===== config.mk =====
export PLATFORM = sky130hd
export DESIGN_NAME = instr_sequencer_flat
export DESIGN_NICKNAME = d
export VERILOG_FILES = /design/src/rtl/instr_sequencer_pkg.sv /design/src/rtl/instr_sequencer_if.sv /design/src/rtl/instr_sequencer_call_stack.sv /design/src/rtl/instr_sequencer.sv /design/src/flat_wrapper.sv
export SDC_FILE = /design/constraint.sdc
export NUM_CORES = 1
export LEC_CHECK = 0
export ABC_AREA = 1
export CORE_ASPECT_RATIO = 0.8
export CORE_UTILIZATION = 50
export CTS_CLUSTER_DIAMETER = 120
export DETAILED_ROUTE_END_ITERATION = 16
export DONT_BUFFER_PORTS = 1
export PLACE_DENSITY = 0.61
export SYNTH_ARGS = -nofsm -noshare
export SYNTH_HDL_FRONTEND = slang
export SYNTH_SLANG_ARGS = --single-unit

===== constraint.sdc =====
create_clock -name clk -period 4.45 [get_ports clk]
set_input_delay 0.445 -clock clk [delete_from_list [all_inputs] [get_ports clk]]
set_output_delay 0.445 -clock clk [all_outputs]
set_load 0.1 [all_outputs]

===== src/rtl/instr_sequencer_pkg.sv =====
// Shared definitions for the 12-bit-instruction core sequencer.
//   NOP_INSTR     : instruction word presented to the decoder during bubbles/sleep
//   RESET_VEC_DEF : default first fetch address after reset
//   GOTO_TGT_W    : width of the GOTO target field in the instruction word
//   CALL_TGT_W    : width of the CALL target field in the instruction word
//   seq_state_e   : RUN/SLEEP state of the sequencer
package instr_sequencer_pkg;

  localparam logic [11:0] NOP_INSTR     = 12'h000;
  localparam logic [10:0] RESET_VEC_DEF = 11'h7FF;
  localparam int          GOTO_TGT_W    = 9;
  localparam int          CALL_TGT_W    = 8;

  typedef enum logic {
    ST_RUN   = 1'b0,
    ST_SLEEP = 1'b1
  } seq_state_e;

endpackage


===== src/rtl/instr_sequencer_if.sv =====
// Bus between the fetch/execute sequencer and its environment (program ROM,
// instruction decoder, datapath, wake logic).
//   master : the sequencer side (drives fetch address, instruction to decoder,
//            exec_valid, sleep status and debug PC)
//   slave  : the environment side (drives ROM data, decoder/datapath feedback,
//            page bits and wake request)
interface instr_sequencer_if #(
  parameter int PC_W = 11
) ();

  logic [PC_W-1:0] prog_addr;
  logic [11:0]     instr_in;
  logic [11:0]     instr_out;
  logic            exec_valid;
  logic            goto_i;
  logic            call_i;
  logic            retlw_i;
  logic            sleep_i;
  logic            skip_i;
  logic            pcl_wr_i;
  logic [7:0]      pcl_data_i;
  logic [1:0]      page_i;
  logic            wake_i;
  logic            sleeping_o;
  logic [PC_W-1:0] pc_o;

  modport master (
    output prog_addr, instr_out, exec_valid, sleeping_o, pc_o,
    input  instr_in, goto_i, call_i, retlw_i, sleep_i, skip_i,
           pcl_wr_i, pcl_data_i, page_i, wake_i
  );

  modport slave (
    input  prog_addr, instr_out, exec_valid, sleeping_o, pc_o,
    output instr_in, goto_i, call_i, retlw_i, sleep_i, skip_i,
           pcl_wr_i, pcl_data_i, page_i, wake_i
  );

endinterface


===== src/rtl/instr_sequencer_call_stack.sv =====
// Two-entry hardware call stack (shift stack).
//   clk, rst     : clock, asynchronous active-high reset (both entries -> 0)
//   push_i       : stack2 <= stack1, stack1 <= push_data_i
//   pop_i        : stack1 <= stack2, stack2 keeps its value so that an
//                  underflowing return repeats the oldest entry
//   push_data_i  : return address to push
//   top_o        : current top of stack (stack1)
// A third nested push silently discards the oldest entry.
module call_stack
  import instr_sequencer_pkg::*;
#(
  parameter int PC_W = 11
) (
  input  logic            clk,
  input  logic            rst,
  input  logic            push_i,
  input  logic            pop_i,
  input  logic [PC_W-1:0] push_data_i,
  output logic [PC_W-1:0] top_o
);

  logic [PC_W-1:0] stack1_q, stack1_d;
  logic [PC_W-1:0] stack2_q, stack2_d;

  always_comb begin
    stack1_d = stack1_q;
    stack2_d = stack2_q;
    if (push_i) begin
      stack2_d = stack1_q;
      stack1_d = push_data_i;
    end else if (pop_i) begin
      stack1_d = stack2_q;
    end
  end

  always_ff @(posedge clk or posedge rst) begin
    if (rst) begin
      stack1_q <= '0;
      stack2_q <= '0;
    end else begin
      stack1_q <= stack1_d;
      stack2_q <= stack2_d;
    end
  end

  assign top_o = stack1_q;

endmodule


===== src/rtl/instr_sequencer.sv =====
// Fetch/execute sequencer for the 12-bit-instruction PIC-style core.
// Owns the program counter, the two-level call stack and the one-deep fetch
// pipeline, and tracks RUN/SLEEP.
//   clk, rst : clock, asynchronous active-high reset
//   bus      : instr_sequencer_if.master
//     prog_addr  -> synchronous ROM address (= PC register)
//     instr_in   <- ROM data, valid one cycle after prog_addr
//     instr_out  -> instruction to decoder, NOP when exec_valid is low
//     exec_valid -> instr_out is executing this cycle
//     goto/call/retlw/sleep/skip/pcl_wr/pcl_data/page <- decoder and datapath
//     wake_i     <- wake request, sampled only while asleep
//     sleeping_o -> core is in SLEEP
//     pc_o       -> debug copy of PC
module instr_sequencer
  import instr_sequencer_pkg::*;
#(
  parameter int              PC_W      = 11,
  parameter logic [PC_W-1:0] RESET_VEC = RESET_VEC_DEF
) (
  input logic                clk,
  input logic                rst,
  instr_sequencer_if.master  bus
);

  seq_state_e      state_q;
  logic [PC_W-1:0] pc_q;
  logic [PC_W-1:0] pc_d;
  logic            exec_valid_q;
  logic            sleeping_q;

  logic            ctl_en;
  logic            redirect;
  logic            sleep_req;
  logic            push;
  logic            pop;
  logic [PC_W-1:0] pc_inc;
  logic [PC_W-1:0] stack_top;

  // Decoder feedback only means something for a real instruction.
  assign ctl_en = exec_valid_q;
  assign pc_inc = pc_q + PC_W'(1);

  // Push the return address (already A+1 in the PC) and pop only for the
  // highest-priority redirect actually taken.
  assign push = ctl_en & ~bus.goto_i & bus.call_i;
  assign pop  = ctl_en & ~bus.goto_i & ~bus.call_i & bus.retlw_i;

  call_stack #(
    .PC_W(PC_W)
  ) u_call_stack (
    .clk         (clk),
    .rst         (rst),
    .push_i      (push),
    .pop_i       (pop),
    .push_data_i (pc_q),
    .top_o       (stack_top)
  );

  // Next fetch address. A redirect throws away the already-fetched
  // fall-through word, so it also forces a bubble on the next cycle.
  always_comb begin
    pc_d     = pc_inc;
    redirect = 1'b0;
    if (ctl_en) begin
      if (bus.goto_i) begin
        pc_d     = PC_W'({bus.page_i, bus.instr_out[GOTO_TGT_W-1:0]});
        redirect = 1'b1;
      end else if (bus.call_i) begin
        pc_d     = PC_W'({bus.page_i, 1'b0, bus.instr_out[CALL_TGT_W-1:0]});
        redirect = 1'b1;
      end else if (bus.retlw_i) begin
        pc_d     = stack_top;
        redirect = 1'b1;
      end else if (bus.pcl_wr_i) begin
        pc_d     = PC_W'({bus.page_i, 1'b0, bus.pcl_data_i});
        redirect = 1'b1;
      end else if (bus.skip_i) begin
        redirect = 1'b1;
      end
    end
  end

  assign sleep_req = ctl_en & bus.sleep_i & ~redirect;

  always_ff @(posedge clk or posedge rst) begin
    if (rst) begin
      state_q      <= ST_RUN;
      pc_q         <= RESET_VEC;
      exec_valid_q <= 1'b0;
      sleeping_q   <= 1'b0;
    end else begin
      case (state_q)
        ST_RUN: begin
          if (sleep_req) begin
            // PC stays at A+1 so the instruction after SLEEP runs on wake.
            state_q      <= ST_SLEEP;
            exec_valid_q <= 1'b0;
            sleeping_q   <= 1'b1;
          end else begin
            pc_q         <= pc_d;
            exec_valid_q <= ~redirect;
          end
        end
        ST_SLEEP: begin
          // Leaving SLEEP keeps exec_valid low one more cycle: the ROM word
          // at PC is re-fetched as the bubble, then executes.
          if (bus.wake_i) begin
            state_q    <= ST_RUN;
            sleeping_q <= 1'b0;
          end
        end
        default: begin
          state_q      <= ST_RUN;
          exec_valid_q <= 1'b0;
          sleeping_q   <= 1'b0;
        end
      endcase
    end
  end

  assign bus.instr_out  = exec_valid_q ? bus.instr_in : NOP_INSTR;
  assign bus.exec_valid = exec_valid_q;
  assign bus.prog_addr  = pc_q;
  assign bus.pc_o       = pc_q;
  assign bus.sleeping_o = sleeping_q;

endmodule


===== src/flat_wrapper.sv =====
// flat-port wrapper written by rule: the top's interface ports become plain ports
module instr_sequencer_flat import instr_sequencer_pkg::*;
#(
  parameter int              PC_W      = 11,
  parameter logic [PC_W-1:0] RESET_VEC = RESET_VEC_DEF
)
  (clk, rst, bus_prog_addr, bus_instr_out, bus_exec_valid, bus_sleeping_o, bus_pc_o, bus_instr_in, bus_goto_i, bus_call_i, bus_retlw_i, bus_sleep_i, bus_skip_i, bus_pcl_wr_i, bus_pcl_data_i, bus_page_i, bus_wake_i);
  instr_sequencer_if #(.PC_W(PC_W)) bus_i ();
  input logic clk;
  input logic rst;
  output wire logic [$bits(bus_i.prog_addr)-1:0] bus_prog_addr;
  output wire logic [$bits(bus_i.instr_out)-1:0] bus_instr_out;
  output wire logic [$bits(bus_i.exec_valid)-1:0] bus_exec_valid;
  output wire logic [$bits(bus_i.sleeping_o)-1:0] bus_sleeping_o;
  output wire logic [$bits(bus_i.pc_o)-1:0] bus_pc_o;
  input wire logic [$bits(bus_i.instr_in)-1:0] bus_instr_in;
  input wire logic [$bits(bus_i.goto_i)-1:0] bus_goto_i;
  input wire logic [$bits(bus_i.call_i)-1:0] bus_call_i;
  input wire logic [$bits(bus_i.retlw_i)-1:0] bus_retlw_i;
  input wire logic [$bits(bus_i.sleep_i)-1:0] bus_sleep_i;
  input wire logic [$bits(bus_i.skip_i)-1:0] bus_skip_i;
  input wire logic [$bits(bus_i.pcl_wr_i)-1:0] bus_pcl_wr_i;
  input wire logic [$bits(bus_i.pcl_data_i)-1:0] bus_pcl_data_i;
  input wire logic [$bits(bus_i.page_i)-1:0] bus_page_i;
  input wire logic [$bits(bus_i.wake_i)-1:0] bus_wake_i;
  assign bus_prog_addr = bus_i.prog_addr;
  assign bus_instr_out = bus_i.instr_out;
  assign bus_exec_valid = bus_i.exec_valid;
  assign bus_sleeping_o = bus_i.sleeping_o;
  assign bus_pc_o = bus_i.pc_o;
  assign bus_i.instr_in = bus_instr_in;
  assign bus_i.goto_i = bus_goto_i;
  assign bus_i.call_i = bus_call_i;
  assign bus_i.retlw_i = bus_retlw_i;
  assign bus_i.sleep_i = bus_sleep_i;
  assign bus_i.skip_i = bus_skip_i;
  assign bus_i.pcl_wr_i = bus_pcl_wr_i;
  assign bus_i.pcl_data_i = bus_pcl_data_i;
  assign bus_i.page_i = bus_page_i;
  assign bus_i.wake_i = bus_wake_i;
  instr_sequencer #(.PC_W(PC_W), .RESET_VEC(RESET_VEC)) u_core (.clk(clk), .rst(rst), .bus(bus_i));
endmodule

Word level (Yosys, flattened, before mapping)

Cells that the tools add are included.

Output and inout bits: 36
Logic and storage cells: 44
Register bits after elaboration: 36

Bitwise logic cells: 11
Mux-type cells: 21
Add/sub/neg operators: 1
Reductions and logical operators: 3
Equal/unequal tests: 2

Operators by type and width:

| cell                                                   | number |
|---|---|
| 2-to-1 mux 11 bit                                      | 7 |
| 2-to-1 mux 12 bit                                      | 1 |
| adder 11 x 1 -> 11 bit (second input constant)         | 1 |
| 2-to-1 mux 1 bit                                       | 11 |
| bitwise AND 1 bit                                      | 6 |
| NOT 1 bit                                              | 5 |
| case mux 1 bit (2 select lines)                        | 2 |
| AND reduction 2 bit                                    | 2 |
| inequality test 2 x 1 -> 1 bit (second input constant) | 1 |
| inequality test 2 bit (second input constant)          | 1 |
| nonzero test 2 bit                                     | 1 |

Depth between registers and ports, before layout

Gate-level depths: netlist (run 1).

Depth in word-level cells: 10
Depth in mapped cells: 11
Mapped depth without buffers: 11

Modules after synthesis

A second synthesis (run 1) with hierarchy kept.

Cells, all modules: 328
Area, all modules: 2312.2 um^2

By module, submodules not included:

| module          | cells each | instances | area an instance (um^2) | sequential area each (um^2) |
|---|---|---|---|---|
| instr_sequencer | 220        | 1         | 1401.3                  | 364.1 |
| call_stack      | 108        | 1         | 910.9                   | 550.5 |

Worst setup path after synthesis (run 1)

Ideal clock, no wire load.

Path kind: reg-to-output
From: register u_core.exec_valid_q (netlist: u_core.bus.exec_valid)
To: output port bus_instr_out[0]
Setup slack: 1.829 ns
Data required time: 4.005 ns
Data arrival time: 2.176 ns
Stages on the path, launching flop included: 5
Cell sequence: dfrtp_1 buf_2 buf_1 nand2_1 inv_1

Word-level cells in the longest chain between the ends: 1

Ends and longest elaborated chain:

| item                     | line                   | source |
|---|---|---|
| start: declaration       | instr_sequencer.sv:28  | `logic exec_valid_q;` |
| start signal: assignment | instr_sequencer.sv:101 | `exec_valid_q <= ~redirect;` |
| 2-to-1 mux 12 bit        | instr_sequencer.sv:121 | `assign bus.instr_out = exec_valid_q ? bus.instr_in : NOP_INSTR;` |
| end: declaration         | flat_wrapper.sv:12     | `output wire logic [$bits(bus_i.instr_out)-1:0] bus_instr_out;` |

No other way between the ends.

Worst setup path after layout (run 1)

From: register u_core.pc_q[1] (netlist: u_core.bus.pc_o[1])
To: register u_core.pc_q[10] (netlist: u_core.bus.pc_o[10])

Word-level cells in the longest chain between the ends: 6

Ends and longest elaborated chain:

| item                       | line                   | source |
|---|---|---|
| start: declaration         | instr_sequencer.sv:26  | `logic [PC_W-1:0] pc_q;` |
| start signal: assignment   | instr_sequencer.sv:100 | `pc_q <= pc_d;` |
| adder 11 x 1 -> 11 bit (*) | instr_sequencer.sv:41  | `assign pc_inc = pc_q + PC_W'(1);` |
| 2-to-1 mux 11 bit          | instr_sequencer.sv:74  | `end else if (bus.pcl_wr_i) begin` |
| 2-to-1 mux 11 bit          | instr_sequencer.sv:71  | `end else if (bus.retlw_i) begin` |
| 2-to-1 mux 11 bit          | instr_sequencer.sv:68  | `end else if (bus.call_i) begin` |
| 2-to-1 mux 11 bit          | instr_sequencer.sv:65  | `if (bus.goto_i) begin` |
| 2-to-1 mux 11 bit (*)      | instr_sequencer.sv:64  | `if (ctl_en) begin` |

Every way passes the cells marked *; elsewhere a longest branch is shown, timed or not.
A chain may end at the register's enable or synchronous reset.

==> results.py, run 1 <==
metrics = {
    "clock_tree": {
        "clk_pin_slew_ps": 80,
        "cts.sinks": 36,
        "cts_buffers": 5,
        "cts_setup_buffers": 0,
        "htree_levels": 2,
        "cts_resized": 0,
        "hold_buffers": 0,
        "cts_root_buffer": "clkbuf_8",
        "insertion_delay_ps": 300,
        "clockBufferDepth": 2,
        "cts_tree": "done",
    },
    "finish": {
        "seq_area_um2": 915,
        "final_common_cell": "nand2_1",
        "syn_to_final_growth_pct": 1.61,
        "fillCellCount": 467,
        "multiInputGateArea_um2": 1130,
        "nNetsFinal": 363,
        "drive_gt1_frac": 0.130,
        "antenna_cells": 0,
        "final_cell_mix": "115 x nand2_1, 47 x inv_1, 26 x nor2_1",
        "design_area_um2": 2450,
    },
    "global_route": {
        "grt_overflow": 0,
        "grt_pass1_wl_mm": 9.85,
        "grt_pass1_vias": 2023,
        "grt_antenna_before_repair": 0,
        "track_usage": 0.260,
        "grt_max_degree": 37,
    },
    "die": {
        "core_um2": 4600,
        "die_w_um": 79.6,
        "die_h_um": 64.1,
        "start_util": 0.524,
        "die_area_um2": 5110,
        "core.rowCount": 22,
        "io_pins": 67,
    },
    "timing": {
        "period_minus_slack_ps": 2510,
        "post-route-period-util": 0.563,
        "slew_violations": 0,
        "setup_violations": 0,
        "max_slew_margin": 0.270,
        "fmax_mhz": 399,
        "final-hold-violation-count": 0,
        "fin_tns_setup_ps": 0,
        "skew_ps": 5.26,
        "rsz0062_at_grt": "false",
        "tightest_slew_ps": 1090,
    },
    "synthesis": {
        "syn_inst": 345,
        "synth_seq_cells": 36,
        "syn_nets": 377,
        "syn_avg_cell_area_um2": 6.99,
        "synth_area_um2": 2410,
        "synth_cell_type_count": 26,
        "synth_warnings": 0,
        "yosysSeqAreaShare": 0.379,
    },
    "route": {
        "wirelength_mm": 5.91,
        "drtIter0Drc": 139,
        "viasPerCell": 5.40,
        "dr.pass1.iters": 4,
        "vias": 2115,
        "drtAntennaViolNets": 0,
        "drc": 0,
        "wl_per_cell_um": 15.1,
    },
    "critical_path": {
        "cp-end-kind": "flop",
        "worstSetupPathType": "flop to flop",
        "slowest_stage": "dfstp_2",
        "crit_path_frequent_cell": "nand2_1",
        "cp.buffers_inverters": 0,
        "slowest_delay_ps": 1250,
        "worstSetupPathDepth": 9,
        "crit_required_ps": 4690,
        "r2r_slack_ps": 1940,
        "crit_family": "flip-flops",
        "cp.arrival_ps": 2740,
        "cp-start-kind": "flop",
        "path_max_fanout": 6,
        "r2r_cells": 9,
        "path_cells": "ha_1 > nand3_2 > nor2_2 > nand3_1 > nand3_1 > nand2_1 > nand2_1 > nand2_1 > a21oi_2",
    },
    "min_path": {
        "hp-class": "input port to asynchronous set/reset pin",
    },
    "run": {
        "maxCapViolCount": 0,
    },
    "placed_design": {
        "gp_congestion": 0.804,
        "hpwl_mm": 4.19,
        "dpl_cell_area_um2": 2350,
        "io_buffer_count": 0,
    },
    "run_status": {
        "outcome": "complete, no violations",
    },
}
==> per-stage QoR <==
stage	utilization	std cells	setup WS (ps)	hold slack [ps]
floorplan	-	345	1830	436
global placement	0.511	384	2000	457
detailed placement	0.511	384	1960	460
CTS	0.533	392	1940	162
global route	0.533	392	1810	196
finish	0.533	392	1940	143
==> layout make-up <==
class                           count  area share
Multi-Input combinational cell    233       0.462
Sequential cell                    36       0.373
Inverter                           50      0.0776
Clock buffer                        8      0.0409
Tap cell                           60      0.0306
Timing Repair Buffer                5      0.0153
==> final timing paths <==
kind                                                               end                                        start
hold reg to reg            u_core.u_call_stack.stack2_q[2]$_DFFE_PP0P_  u_core.u_call_stack.stack2_q[2]$_DFFE_PP0P_
hold / removal             u_core.u_call_stack.stack2_q[0]$_DFFE_PP0P_                                          rst
setup / recovery                       u_core.bus.pc_o[10]$_DFFE_PP1P_               u_core.bus.pc_o[1]$_DFFE_PP1P_
setup reg to reg                       u_core.bus.pc_o[10]$_DFFE_PP1P_               u_core.bus.pc_o[1]$_DFFE_PP1P_
min in group clk           u_core.u_call_stack.stack2_q[5]$_DFFE_PP0P_                                   bus_call_i
max in group asynchronous               u_core.bus.pc_o[5]$_DFFE_PP1P_                                          rst
==> cells by family after synthesis <==
group / after synthesis / share of synthesized area
AND/OR/NAND/NOR: 169 / 0.298
buffers and inverters: 76 / 0.151
AO/OA/AOI/OAI: 60 / 0.156
flip-flops: 36 / 0.379
XOR/XNOR: 3 / 0.0109
adder cells (fa/ha/maj): 1 / 0.00519
==> worst reg2reg max path, stage by stage (launching register included) <==
cell and delay (ps):
dfstp_2 1250, ha_1 350, nand3_2 160, nor2_2 210
nand3_1 110, nand3_1 100, nand2_1 60, nand2_1 60
nand2_1 50, a21oi_2 110
==> synthesized netlist by cell type, drive strengths merged <==
cell type | n | share of area
dfstp | 11 | 0.12
inv | 50 | 0.079
a22oi | 1 | 0.0031
buf | 23 | 0.067
o221ai | 9 | 0.033
o211ai | 5 | 0.016
xor2 | 3 | 0.011
nor2 | 32 | 0.066
nand2 | 116 | 0.18
clkbuf | 3 | 0.0047
nand3 | 21 | 0.050
dfrtp | 25 | 0.26
ha | 1 | 0.0052
o21ai | 24 | 0.050
a21oi | 21 | 0.054
==> registers in the layout (all words and copies together), names as in the netlist <==
signal / count
u_core.u_call_stack.top_o: 11
u_core.u_call_stack.stack2_q: 11
u_core.bus.sleeping_o: 1
u_core.state_q: 1
u_core.bus.pc_o: 11
u_core.bus.exec_valid: 1
==> layer usage <==
metal	global-route usage	routed length (µm)
met1	0.351	2720
met3	0.0571	336
met4	0.102	102
met5	0	0
met2	0.404	2760
Power of run 1 is not shown: default switching activity piles up to over one toggle a cycle in this logic, so the estimate is an artifact.
==> run 2, diff against run 1 <==
==> constraint.sdc (replaced) <==
create_clock -name clk -period 2.44 [get_ports clk]
set_input_delay 0.244 -clock clk [delete_from_list [all_inputs] [get_ports clk]]
set_output_delay 0.244 -clock clk [all_outputs]
set_load 0.1 [all_outputs]
==> results.py, run 2 (synthesis results as in run 1) <==
metrics = {
    "die": {
        "die_h_um": 64.1,
        "core.rowCount": 22,
        "core_um2": 4600,
        "start_util": 0.524,
        "die_w_um": 79.6,
        "io_pins": 67,
        "die_area_um2": 5110,
    },
    "global_route": {
        "grt_pass1_vias": 2021,
        "grt_max_degree": 37,
        "grt_util_met2": 0.396,
        "grt_pass1_wl_mm": 9.85,
        "grtUsageMet1": 0.352,
        "grt_antenna_before_repair": 0,
        "track_usage": 0.256,
        "grt_overflow": 0,
        "grt-busiest-layer": "met2",
        "use_met3": 0.0643,
    },
    "finish": {
        "finalNonFillerCells": 415,
        "nNetsFinal": 386,
        "antenna_cells": 0,
        "syn_to_final_growth_pct": 9.34,
        "final_common_cell": "nand2_1",
        "drive_gt1_frac": 0.186,
        "final_cell_mix": "115 x nand2_1, 47 x inv_1, 27 x buf_4",
        "final_util": 0.573,
    },
    "clock_tree": {
        "cts_setup_buffers": 0,
        "clockBufferDepth": 2,
        "cts_root_buffer": "clkbuf_8",
        "hold_buffers": 1,
        "cts_buffers": 5,
        "insertion_delay_ps": 300,
        "cts_tree": "done",
        "cts.sinks": 36,
        "cts_resized": 0,
        "htree_levels": 2,
        "clk_pin_slew_ps": 80,
    },
    "timing": {
        "max_slew_margin": 0.402,
        "period_minus_slack_ps": 1910,
        "fmax_mhz": 524,
        "post-route-period-util": 0.782,
        "setup_violations": 0,
        "rsz0062_at_grt": "false",
        "skew_ps": 8.95,
        "fin_tns_setup_ps": 0,
        "tightest_slew_ps": 896,
        "final-hold-violation-count": 0,
        "slew_violations": 0,
    },
    "min_path": {
        "min_to": "u_core.u_call_stack.stack2_q[5]$_DFFE_PP0P_",
        "hold_start": "bus_call_i",
        "hp-class": "input port to flop",
        "whs_path_depth": 2,
    },
    "route": {
        "drtIter0Drc": 136,
        "drc": 0,
        "viasPerCell": 5.32,
        "wirelength_mm": 5.97,
        "wl_per_cell_um": 14.4,
        "vias": 2209,
        "drtAntennaViolNets": 0,
        "dr.pass1.iters": 5,
    },
    "critical_path": {
        "cp.arrival_ps": 1670,
        "r2r_cells": 9,
        "r2r_slack_ps": 820,
        "cp-end-kind": "primary output",
        "crit_required_ps": 2200,
        "cp-start-kind": "flop",
        "r2r_end": "u_core.bus.pc_o[10]$_DFFE_PP1P_",
        "regToRegStartpoint": "u_core.bus.pc_o[0]$_DFFE_PP1P_",
        "path_max_fanout": 15,
        "worstSetupPathType": "flop to primary output",
    },
    "placed_design": {
        "hpwl_mm": 4.36,
        "dp_cells": 406,
        "io_buffer_count": 0,
        "gp_congestion": 0.881,
    },
    "run": {
        "maxCapViolCount": 0,
    },
    "run_status": {
        "outcome": "complete, no violations",
    },
}
-- run 2: cell count changes in the layout (fill, tap and decap cells not counted), sizes merged --
cell,delta
dlygate4sd3,+1
bufinv,+1
clkbuf,-3
buf,+22
clkinvlp,+1
clkinv,+1
-- run 2: per-layer routing --
metal,up-vias,share of wire,wire length (µm)
met5,-,0,0
met4,0,0.016,98
met3,13,0.076,456
met2,87,0.45,2710
met1,1016,0.45,2700
li1,1093,-,-
-- run 2: how the worst max path moves through the flow --
stage / start / to / slack, ps / cells past startpoint
after global routing: u_core.bus.exec_valid$_DFFE_PP0N_ / bus_instr_out[5] / 450 / 4
after CTS: u_core.bus.exec_valid$_DFFE_PP0N_ / bus_instr_out[2] / 520 / 4
after floorplan: u_core.bus.exec_valid$_DFFE_PP0N_ / bus_instr_out[0] / 20 / 4
final: u_core.bus.exec_valid$_DFFE_PP0N_ / bus_instr_out[7] / 530 / 4
after global placement: u_core.bus.exec_valid$_DFFE_PP0N_ / bus_instr_out[6] / 890 / 4
after detailed placement: u_core.bus.exec_valid$_DFFE_PP0N_ / bus_instr_out[2] / 850 / 4
-- run 2: worst max-delay path, cell delays in order (launching register included) --
cell,delay [ps]
dfrtp_1,450
buf_4,430
nand2_1,130
inv_1,80
buf_4,280
-- run 2: area by class of cell --
class,instances,area [µm²]
multi-input combinational,233,1130
sequential,36,915
tap,60,75.1
clock inverter,3,42.5
fill,457,1960
inverter,50,190
clock buffer,5,68.8
timing repair buffer,28,213
-- run 2: through the flow --
step / hold slack [ps] / setup WS [ps] / cell area, µm²
finish: 82.8 / 531 / 2640
global route: 88.3 / 452 / 2640
CTS: 83.5 / 525 / 2640
detailed placement: 274 / 846 / 2510
global placement: 274 / 886 / 2510
floorplan: 403 / 20.0 / 2410
Power of run 2 is left out for the same reason.
